File: src/rtl/nmea_sentence_parser.sv
// rtl/nmea_sentence_parser.sv - NMEA-0183 sentence filter, field splitter and atomic committer
//
// Purpose: consumes the ASCII byte stream from the GPS UART receiver, keeps only sentences
//   whose talker+type equals MSG_TYPE, splits their comma-delimited fields into a shadow
//   buffer, and commits the whole field set to the output registers on a clean end of line.
//   Optional macro NMEA_CHECKSUM_EN: when defined the '*hh' checksum is verified and a
//   sentence must carry one; when undefined the two digits are skipped unchecked and a CR
//   inside a field also terminates the sentence.
//
// Ports:
//   sclk          in   system clock
//   rstn          in   asynchronous active-low reset
//   rx_data       in   received byte
//   rx_valid      in   rx_data valid this cycle (no backpressure)
//   fields        out  committed chars, field k char j at [(k*FIELD_CHARS+j)*8 +: 8]
//   field_len     out  committed lengths, field k at [k*LW +: LW]
//   field_cnt     out  number of fields in the last committed sentence (saturating)
//   frame_strobe  out  1-cycle pulse on commit
//   frame_err     out  1-cycle pulse on a discarded sentence
//   gps_ready     out  fix valid according to the last committed sentence
module nmea_sentence_parser #(
  parameter logic [39:0] MSG_TYPE    = "GPGGA",
  parameter int          MAX_FIELDS  = 14,
  parameter int          FIELD_CHARS = 10,
  parameter int          QUAL_IDX    = 5,
  localparam int         LW          = $clog2(FIELD_CHARS + 1),
  localparam int         CW          = $clog2(MAX_FIELDS + 1)
) (
  input  logic                                sclk,
  input  logic                                rstn,
  input  logic [7:0]                          rx_data,
  input  logic                                rx_valid,
  output logic [MAX_FIELDS*FIELD_CHARS*8-1:0] fields,
  output logic [MAX_FIELDS*LW-1:0]            field_len,
  output logic [CW-1:0]                       field_cnt,
  output logic                                frame_strobe,
  output logic                                frame_err,
  output logic                                gps_ready
);

  localparam logic [7:0]    CH_DOLLAR = 8'h24;
  localparam logic [7:0]    CH_COMMA  = 8'h2C;
  localparam logic [7:0]    CH_STAR   = 8'h2A;
  localparam logic [7:0]    CH_CR     = 8'h0D;
  localparam logic [7:0]    CH_LF     = 8'h0A;
  localparam logic [7:0]    CH_ZERO   = 8'h30;
  localparam logic [CW-1:0] MAXF      = CW'(MAX_FIELDS);
  localparam logic [LW-1:0] FCH       = LW'(FIELD_CHARS);
  localparam logic [CW-1:0] QIDX      = CW'(QUAL_IDX);

  typedef enum logic [2:0] {
    S_IDLE, S_HDR, S_FIELD, S_CS_HI, S_CS_LO, S_EOL
  } state_t;

  typedef logic [MAX_FIELDS-1:0][FIELD_CHARS-1:0][7:0] chars_t;
  typedef logic [MAX_FIELDS-1:0][LW-1:0]               lens_t;

  state_t        state_q, state_d;
  logic [2:0]    hdr_cnt_q, hdr_cnt_d;
  logic [CW-1:0] fidx_q, fidx_d;       // saturates at MAX_FIELDS: "beyond storage"
  logic          trunc_q, trunc_d;
  logic          cr_seen_q, cr_seen_d;
  chars_t        sh_char_q, sh_char_d;
  lens_t         sh_len_q, sh_len_d;

  chars_t        out_char_q, out_char_d;
  lens_t         out_len_q, out_len_d;
  logic [CW-1:0] out_cnt_q, out_cnt_d;
  logic          strobe_q, strobe_d;
  logic          err_q, err_d;
  logic          ready_q, ready_d;

  logic [CW-1:0] cnt_new;

`ifdef NMEA_CHECKSUM_EN
  logic [7:0] csum_q, csum_d;
  logic [7:0] cs_rx_q, cs_rx_d;

  // {valid, nibble}; accepts 0-9, A-F, a-f
  function automatic logic [4:0] hex_dec(input logic [7:0] c);
    if (c >= 8'h30 && c <= 8'h39)      return {1'b1, c[3:0]};
    else if ((c >= 8'h41 && c <= 8'h46) || (c >= 8'h61 && c <= 8'h66))
                                       return {1'b1, c[3:0] + 4'd9};
    else                               return 5'd0;
  endfunction

  logic [4:0] hex_nib;
  assign hex_nib = hex_dec(rx_data);
`endif

  assign cnt_new = (fidx_q == MAXF) ? fidx_q : fidx_q + 1'b1;

  always_comb begin
    state_d    = state_q;
    hdr_cnt_d  = hdr_cnt_q;
    fidx_d     = fidx_q;
    trunc_d    = trunc_q;
    cr_seen_d  = cr_seen_q;
    sh_char_d  = sh_char_q;
    sh_len_d   = sh_len_q;
    out_char_d = out_char_q;
    out_len_d  = out_len_q;
    out_cnt_d  = out_cnt_q;
    ready_d    = ready_q;
    strobe_d   = 1'b0;
    err_d      = 1'b0;
`ifdef NMEA_CHECKSUM_EN
    csum_d     = csum_q;
    cs_rx_d    = cs_rx_q;
`endif

    if (rx_valid) begin
      if (rx_data == CH_DOLLAR) begin
        // '$' always restarts; only a sentence already past its header counts as lost
        err_d     = (state_q != S_IDLE) && (state_q != S_HDR);
        state_d   = S_HDR;
        hdr_cnt_d = 3'd0;
        fidx_d    = '0;
        trunc_d   = 1'b0;
        cr_seen_d = 1'b0;
        sh_char_d = '0;
        sh_len_d  = '0;
`ifdef NMEA_CHECKSUM_EN
        csum_d    = 8'h00;
`endif
      end else begin
        case (state_q)
          S_IDLE: begin
          end

          S_HDR: begin
`ifdef NMEA_CHECKSUM_EN
            csum_d = csum_q ^ rx_data;
`endif
            if (hdr_cnt_q < 3'd5) begin
              // first type character sits in the MSBs of MSG_TYPE
              if (rx_data == MSG_TYPE[8*(4-int'(hdr_cnt_q)) +: 8]) hdr_cnt_d = hdr_cnt_q + 3'd1;
              else state_d = S_IDLE;   // other sentence types are ignored silently
            end else if (rx_data == CH_COMMA) begin
              state_d = S_FIELD;
            end else begin
              err_d   = 1'b1;
              state_d = S_IDLE;
            end
          end

          S_FIELD: begin
            if (rx_data == CH_STAR) begin
              state_d = S_CS_HI;
            end else if (rx_data == CH_CR || rx_data == CH_LF) begin
`ifdef NMEA_CHECKSUM_EN
              err_d   = 1'b1;
              state_d = S_IDLE;
`else
              if (rx_data == CH_CR) begin
                state_d   = S_EOL;
                cr_seen_d = 1'b1;
              end else begin
                err_d   = 1'b1;
                state_d = S_IDLE;
              end
`endif
            end else begin
`ifdef NMEA_CHECKSUM_EN
              csum_d = csum_q ^ rx_data;
`endif
              if (rx_data == CH_COMMA) begin
                if (fidx_q != MAXF) fidx_d = fidx_q + 1'b1;
              end else if (fidx_q < MAXF) begin
                if (sh_len_q[fidx_q] < FCH) begin
                  sh_char_d[fidx_q][sh_len_q[fidx_q]] = rx_data;
                  sh_len_d[fidx_q] = sh_len_q[fidx_q] + 1'b1;
                end else begin
                  trunc_d = 1'b1;
                end
              end
            end
          end

          S_CS_HI: begin
`ifdef NMEA_CHECKSUM_EN
            if (hex_nib[4]) begin
              cs_rx_d[7:4] = hex_nib[3:0];
              state_d      = S_CS_LO;
            end else begin
              err_d   = 1'b1;
              state_d = S_IDLE;
            end
`else
            state_d = S_CS_LO;
`endif
          end

          S_CS_LO: begin
            cr_seen_d = 1'b0;
`ifdef NMEA_CHECKSUM_EN
            if (hex_nib[4]) begin
              cs_rx_d[3:0] = hex_nib[3:0];
              state_d      = S_EOL;
            end else begin
              err_d   = 1'b1;
              state_d = S_IDLE;
            end
`else
            state_d = S_EOL;
`endif
          end

          S_EOL: begin
            state_d = S_IDLE;
            if (!cr_seen_q) begin
              if (rx_data == CH_CR) begin
                cr_seen_d = 1'b1;
                state_d   = S_EOL;
              end else begin
                err_d = 1'b1;
              end
            end else if (rx_data != CH_LF || trunc_q
`ifdef NMEA_CHECKSUM_EN
                         || (cs_rx_q != csum_q)
`endif
                        ) begin
              err_d = 1'b1;
            end else begin
              // whole field set moves to the outputs in one edge
              strobe_d   = 1'b1;
              out_char_d = sh_char_q;
              out_len_d  = sh_len_q;
              out_cnt_d  = cnt_new;
              ready_d    = (QIDX < cnt_new) && (sh_len_q[QUAL_IDX] != '0) &&
                           (sh_char_q[QUAL_IDX][0] != CH_ZERO);
            end
          end

          default: state_d = S_IDLE;
        endcase
      end
    end
  end

  always_ff @(posedge sclk or negedge rstn) begin
    if (!rstn) begin
      state_q    <= S_IDLE;
      hdr_cnt_q  <= 3'd0;
      fidx_q     <= '0;
      trunc_q    <= 1'b0;
      cr_seen_q  <= 1'b0;
      sh_char_q  <= '0;
      sh_len_q   <= '0;
      out_char_q <= '0;
      out_len_q  <= '0;
      out_cnt_q  <= '0;
      strobe_q   <= 1'b0;
      err_q      <= 1'b0;
      ready_q    <= 1'b0;
`ifdef NMEA_CHECKSUM_EN
      csum_q     <= 8'h00;
      cs_rx_q    <= 8'h00;
`endif
    end else begin
      state_q    <= state_d;
      hdr_cnt_q  <= hdr_cnt_d;
      fidx_q     <= fidx_d;
      trunc_q    <= trunc_d;
      cr_seen_q  <= cr_seen_d;
      sh_char_q  <= sh_char_d;
      sh_len_q   <= sh_len_d;
      out_char_q <= out_char_d;
      out_len_q  <= out_len_d;
      out_cnt_q  <= out_cnt_d;
      strobe_q   <= strobe_d;
      err_q      <= err_d;
      ready_q    <= ready_d;
`ifdef NMEA_CHECKSUM_EN
      csum_q     <= csum_d;
      cs_rx_q    <= cs_rx_d;
`endif
    end
  end

  assign fields       = out_char_q;
  assign field_len    = out_len_q;
  assign field_cnt    = out_cnt_q;
  assign frame_strobe = strobe_q;
  assign frame_err    = err_q;
  assign gps_ready    = ready_q;

endmodule

File: config.mk
export PLATFORM = sky130hd
export DESIGN_NAME = nmea_sentence_parser
export DESIGN_NICKNAME = d
export VERILOG_FILES = /design/src/rtl/nmea_sentence_parser.sv
export SDC_FILE = /design/constraint.sdc
export NUM_CORES = 2
export LEC_CHECK = 0
export ABC_AREA = 1
export ABC_CLOCK_PERIOD_IN_PS = 7100
export BUFFER_PORTS_ARGS = -buffer_cell sky130_fd_sc_hd__buf_2
export CAP_MARGIN = 25
export CORE_AREA = 3 3 468 470
export DETAILED_ROUTE_END_ITERATION = 10
export DIE_AREA = 0 0 471 473
export SYNTH_ARGS = -nofsm -noshare
export SYNTH_HDL_FRONTEND = slang
export SYNTH_SLANG_ARGS = --single-unit
export TNS_END_PERCENT = 30
File: constraint.sdc
create_clock -name sclk -period 7.1 [get_ports sclk]
set_clock_uncertainty 0.1 [all_clocks]
set_input_delay 1.775 -clock sclk [delete_from_list [all_inputs] [get_ports sclk]]
set_output_delay 1.775 -clock sclk [all_outputs]
set_load 0.02 [all_outputs]
# Yosys cells after proc, flatten, opt, wreduce, memory -nomap -nowiden
# Index checks and enable logic that the tools add are counted.
# word_totals
ff_bits	2371
inputBits	11
elab_cells	457
# classes
addsub	4
magnitude_cmp	8
n_eq_ne	26
n_shift	1
muxes	73
bitwise_logic	2
reduce_logical	26
# op_table
operator	count
$mux W1120	7
$bwmux W1120	1
$mux W56	7
$demux W80 S4	1
$mux W80	1
$bwmux W56	1
$shiftx A40 B7 Y8 const A	1
$mux W4	9
$mux W3	11
$demux W8 S4	1
$mux W1	27
$eq A8 B6 Y1 const B	3
$pmux W3 S6	1
$bmux W4 S4	1
$demux W4 S4	1
$eq A8 B4 Y1 const B	2
$reduce_bool A2 Y1	8
$reduce_and A7 Y1	2
$ne A4 B4 Y1 const B	3
$lt A4 B5 Y1 const B	2
$ne A2 B2 Y1 const B	5
$reduce_and A5 Y1	2
$ne A3 B3 Y1 const B	3
$add A4 B1 Y4 const B	2
25 further kinds	38

# Depth between registers and ports, before layout
# depth
word_depth	16
ltp_mapped	19

# Worst setup path after synthesis
# OpenSTA, ideal clock, no wires.
# synth_timing
kind	input port to flip-flop
start	input rx_data[6]
end	register sh_char_q[184] (netlist bit)
arrival_time_ns	3.323
required_ns	6.883
path_slack_ns	3.560
cell_stages	14
path_buffers	4
path_cell_list	buf_2 inv_2 nand2_2 nor3_2 nand2_1 buf_4 nor2_1 inv_2 nand2_4 buf_6 buf_4 nand2_1 nand2_1 nand2_1
# synth_between
elab_chain_cells	4
elab_cells_between_ends	14
classes_between	eq/ne: 8; mux: 1; reduce/logical: 5
# synth_lines
item	line	text
start: declaration	31	input logic [7:0] rx_data,
$eq A8 B4 Y1	150	end else if (rx_data == CH_CR || rx_data == CH_LF) begin
$logic_or A1 B1 Y1	150	
$ne A2 B2 Y1 (no line)	n/a	
$reduce_and A7 Y1 (no line)	n/a	
end signal: assignment	266	sh_char_q <= sh_char_d;
end: declaration	63	chars_t sh_char_q, sh_char_d;
# Parallel ways exist; a longest one is shown, timed or not.
# A chain may end at the register's enable or synchronous reset.

# Worst setup path after layout
# layout_timing
start	register fidx_q[0]
end	register sh_char_q[157] (netlist bit)
# layout_between
elab_chain_cells	16
elab_cells_between_ends	25
classes_between	order compare: 6; mux: 14; reduce/logical: 5
# layout_lines
item	line	text
start: declaration	60	logic [CW-1:0] fidx_q, fidx_d; // saturates at MAX_FIELDS: "beyond storage"
start signal: assignment	263	fidx_q <= fidx_d;
$bmux W4 S4	170, 171	
$mux W4 (not written as such)	170, 171	
$lt A4 B5 Y1 (not written as such) or $ge A4 B1 Y1 (tied branches)	171	sh_char_d[fidx_q][sh_len_q[fidx_q]] = rx_data;
$logic_and A1 B1 Y1 (not written as such)	171	
$mux W8 (not written as such)	171	
$demux W8 S4	171	
$mux W80 (not written as such)	171	
$demux W80 S4	171	
$bwmux W1120	171	
$mux W1120	170	if (sh_len_q[fidx_q] < FCH) begin
$mux W1120	169	end else if (fidx_q < MAXF) begin
$mux W1120	167	if (rx_data == CH_COMMA) begin
$mux W1120	150	
$mux W1120	148	if (rx_data == CH_STAR) begin
$mux W1120	127	case (state_q)
$mux W1120	113	if (rx_data == CH_DOLLAR) begin
# Parallel ways exist; a longest one is shown, timed or not. The select of a mux whose other input is x is not followed.

==> PnR_summary.wiki <==
{| class="wikitable"
! Metric !! Value
|-
| Maximum achievable frequency || just under 200 MHz
|-
| Placed cells || 14600
|-
| Number of buffers inserted for hold repair after clock tree synthesis || 0
|-
| Number of vias in the routed layout || roughly 80000
|-
| Number of buffers added for setup after CTS || 0
|-
| M3 GR Usage || 5.67%
|-
| Count of port buffers added during placement || between 1000 and 1500
|-
| Portion of the clock cycle consumed by the worst path in the final layout || 71.6%
|-
| Overall routing resource usage || 30.1%
|-
| Top cell type's share of synthesized area || between 60% and 70%
|-
| Hold WC Path Type || reg -> reg
|-
| Final layout net count || between 10000 and 15000
|-
| Final cell count without fillers || roughly 15000
|-
| Data arrival time at the worst-slack endpoint || between 5 and 6 ns
|-
| Vias in the first global route || 77400
|-
| Worst endpoint required time || 7.77 ns
|-
| TritonCTS Buffers || 240
|-
| Floorplan core area || around 210000 µm²
|-
| Horizontal extent of the die || 471 µm
|-
| Cell types with the largest area share after synthesis || sky130_fd_sc_hd__dfrtp_1 62%, sky130_fd_sc_hd__nand2_1 24%, sky130_fd_sc_hd__nand3_1 6.2%, sky130_fd_sc_hd__buf_2 1.3%, sky130_fd_sc_hd__clkbuf_1 1.1%
|-
| Met2 usage || between 40% and 50%
|-
| Wire length per cell after detailed routing || 22.6 µm
|-
| Relative slew margins || 22.6%
|-
| Die area || 223000 µm²
|-
| Grt peak-use layer || met2
|-
| RePlAce Congestion || slightly below 0.9
|-
| Post-cts resize count || 0
|-
| Area growth syn-to-layout || 17.8%
|-
| Maximum vdd drop || approximately 0.22 mV
|-
| Average cell area after synthesis || 8.61 µm²
|-
| Maximum level of the CTS H-tree || 4
|-
| Clk pin slew, worst setup/hold paths || ~0.06 ns
|-
| Portion of the post-synthesis area used by sequential elements || roughly 62%
|-
| M1 GR Usage || roughly two fifths
|-
| Reported leakage power || roughly 68 nW
|-
| Count of final hold-check violations || 0
|-
| Wire length of the first global-routing pass || between 500000 and 600000 µm
|-
| Fill cell count || between 20000 and 25000
|-
| DIE HEIGHT || 473 µm
|-
| Detailed Place HPWL || between 200000 and 250000 µm
|-
| Unrepaired setup endpoints after global routing || false
|-
| DRC Markers || 0
|-
| Ys Warns || 0
|-
| Layout cell share with drive strength beyond 1 || 15.6%
|-
| Num Clock Sinks || 2371
|-
| Post-synth top area cell || sky130_fd_sc_hd__dfrtp_1
|-
| Largest net degree at the start of global routing || about 190
|-
| Max-cap viol count || 0
|-
| Flops & latches, synth || approximately 2400
|-
| Instance area after placement || 104000 µm²
|-
| Worst-margin pin slew || 1.16 ns
|-
| Status || finished, final reports clean
|-
| Antenna-violating nets left || 0
|-
| Total Neg Setup Slack || 0 ns
|-
| Power per cell area || between 200 and 250 nW/µm²
|-
| Antenna violations before repair || 11
|-
| Top cells by instance count after synthesis || 6137 x sky130_fd_sc_hd__nand2_1, 2371 x sky130_fd_sc_hd__dfrtp_1, 1169 x sky130_fd_sc_hd__nand3_1
|-
| Synthesized netlist cell count || between 10000 and 15000
|-
| Most instantiated library cell after synthesis || sky130_fd_sc_hd__nand2_1
|-
| Number of vias per cell after detailed routing || 5.32
|-
| Clock period minus final worst setup slack || 5.08 ns
|-
| Final Util || a little over half
|-
| I/O pin count || ~1200
|-
| Initial Util || roughly 44%
|-
| Max Fanout on Critical Path || 103
|-
| Router iterations before antenna repair || 5
|-
| CTS tree || built
|-
| Number of rows in the core area || 170
|-
| Total congestion overflow || 0
|-
| Primary FF master, synth || sky130_fd_sc_hd__dfrtp_1
|-
| Root Buffer Master || sky130_fd_sc_hd__clkbuf_16
|-
| Cell area after layout || between 100000 and 150000 µm²
|-
| EDFF count, synth || 0
|-
| Mapped Area || approximately 95000 µm²
|-
| Count of cell types in the netlist || 32
|-
| Startpoint type of the worst setup path || register
|-
| Number of buffers between clock root and the deepest sink || 3
|-
| Post-Route WL || approximately 340000 µm
|-
| Insertion delay to the later sink of the worst-skew pair || slightly below 0.9 ns
|-
| Kind of end point of the critical path || register
|-
| Share of flip-flops with an asynchronous set or reset || between 90% and 100%
|-
| Final Setup Violations || 0
|-
| Final max-slew violation count || 0
|-
| Setup CP Type || reg -> reg
|-
| 1st-iter DRT viols || between 8000 and 9000
|-
| Post-Synthesis Net Count || ~11000
|}
[state kept, by name (all words and copies together), names as in the netlist]
| name | cells |
|---|---|
| frame_err | 1 |
| sh_char_q | 1120 |
| field_cnt | 4 |
| sh_len_q | 56 |
| frame_strobe | 1 |
| fidx_q | 4 |
| field_len | 56 |
| cr_seen_q | 1 |
| state_q | 3 |
| trunc_q | 1 |
| hdr_cnt_q | 3 |
| fields | 1120 |
| gps_ready | 1 |
[per-stage QoR]
stage                     hold WS [ns]  power, mW  worst slack [ns]
after floorplan                  0.342       13.9              3.56
after CTS                        0.342       27.7              2.05
final                            0.325       27.5              2.02
after global placement           0.349       14.4              2.06
after detailed placement         0.351       14.4              1.99
after global routing             0.363       28.3              1.76
[cell usage in the layout (no fill, tap or decap), drive strengths merged, types with 2 or more instances in the layout]
master / count
o221ai: 2
ha: 10
nand2: 6271
clkbuf: 364
clkinv: 53
o21ai: 80
dfrtp: 2371
bufinv: 23
nand4: 147
nor2: 77
inv: 267
clkinvlp: 5
nor3: 10
xor2: 2
diode: 4
buf: 1358
a21oi: 13
nand3: 1169
[metal layers]
metal / vias up / routed length, µm
li1: 36400 / -
met1: 39600 / 142000
met2: 3463 / 152000
met3: 674 / 26100
met4: 4 / 21400
met5: - / 21
[logic make-up (layout without fill, tap and decap cells)]
family	Yosys count	count (layout)	share of synthesized area, %
and+or+nand+nor	7674	7674	32.6
DFF	2371	2371	62.4
buffers and inverters	888	2070	4.31
AOI/OAI and AO/OA	100	100	0.545
adders and majority gates	10	10	0.132
xor gates and xnor gates	3	3	0.0276
other	0	4	0
[power breakdown]
group	switching, mW	internal [mW]	leakage (nW)
sequential	0.00622	13.5	33.1
clock	5.51	7.80	4.12
combinational	0.565	0.0680	30.6
[worst max-delay path: stages, from the launching register on]
cell and delay (ns):
sky130_fd_sc_hd__dfrtp_2 0.90, sky130_fd_sc_hd__inv_1 0.65, sky130_fd_sc_hd__nand2_1 0.19, sky130_fd_sc_hd__nand3_1 0.14
sky130_fd_sc_hd__nand2_1 0.12, sky130_fd_sc_hd__nand2_1 0.05, sky130_fd_sc_hd__nand2_1 0.15, sky130_fd_sc_hd__inv_1 0.09
sky130_fd_sc_hd__nand2_4 0.70, sky130_fd_sc_hd__nand2_2 0.14, sky130_fd_sc_hd__nand2_4 0.25, sky130_fd_sc_hd__nand2_8 0.49
sky130_fd_sc_hd__buf_12 0.44, sky130_fd_sc_hd__nand2_1 0.31, sky130_fd_sc_hd__nand2_1 0.09, sky130_fd_sc_hd__nand2_1 0.07
[path summary, 6_finish.rpt]
kind / start / endpoint / slack [ns] / cells after the start
setup / recovery: fidx_q[0] / sh_char_q[157] / 2.02 / 15
hold / removal: sh_char_q[1074] / fields[1074] / 0.32 / 2
setup reg to reg: fidx_q[0] / sh_char_q[157] / 2.02 / 15
hold reg to reg: sh_char_q[1074] / fields[1074] / 0.32 / 2
max in group asynchronous: rstn / sh_char_q[9] / 4.30 / 2
min in group asynchronous: rstn / sh_char_q[430] / 0.81 / 1
[area by class of cell]
class	count	area (µm²)	share of cell area (%)
Antenna cell	4	10.0	0.00893
Clock buffer	364	7190	6.41
Clock inverter	84	1170	1.05
Inverter	264	998	0.891
Multi-Input combinational cell	7787	31800	28.4
Sequential cell	2371	59300	53.0
Tap cell	2838	3550	3.17
Timing Repair Buffer	1358	7980	7.12
(Power assumes the default switching activity.)
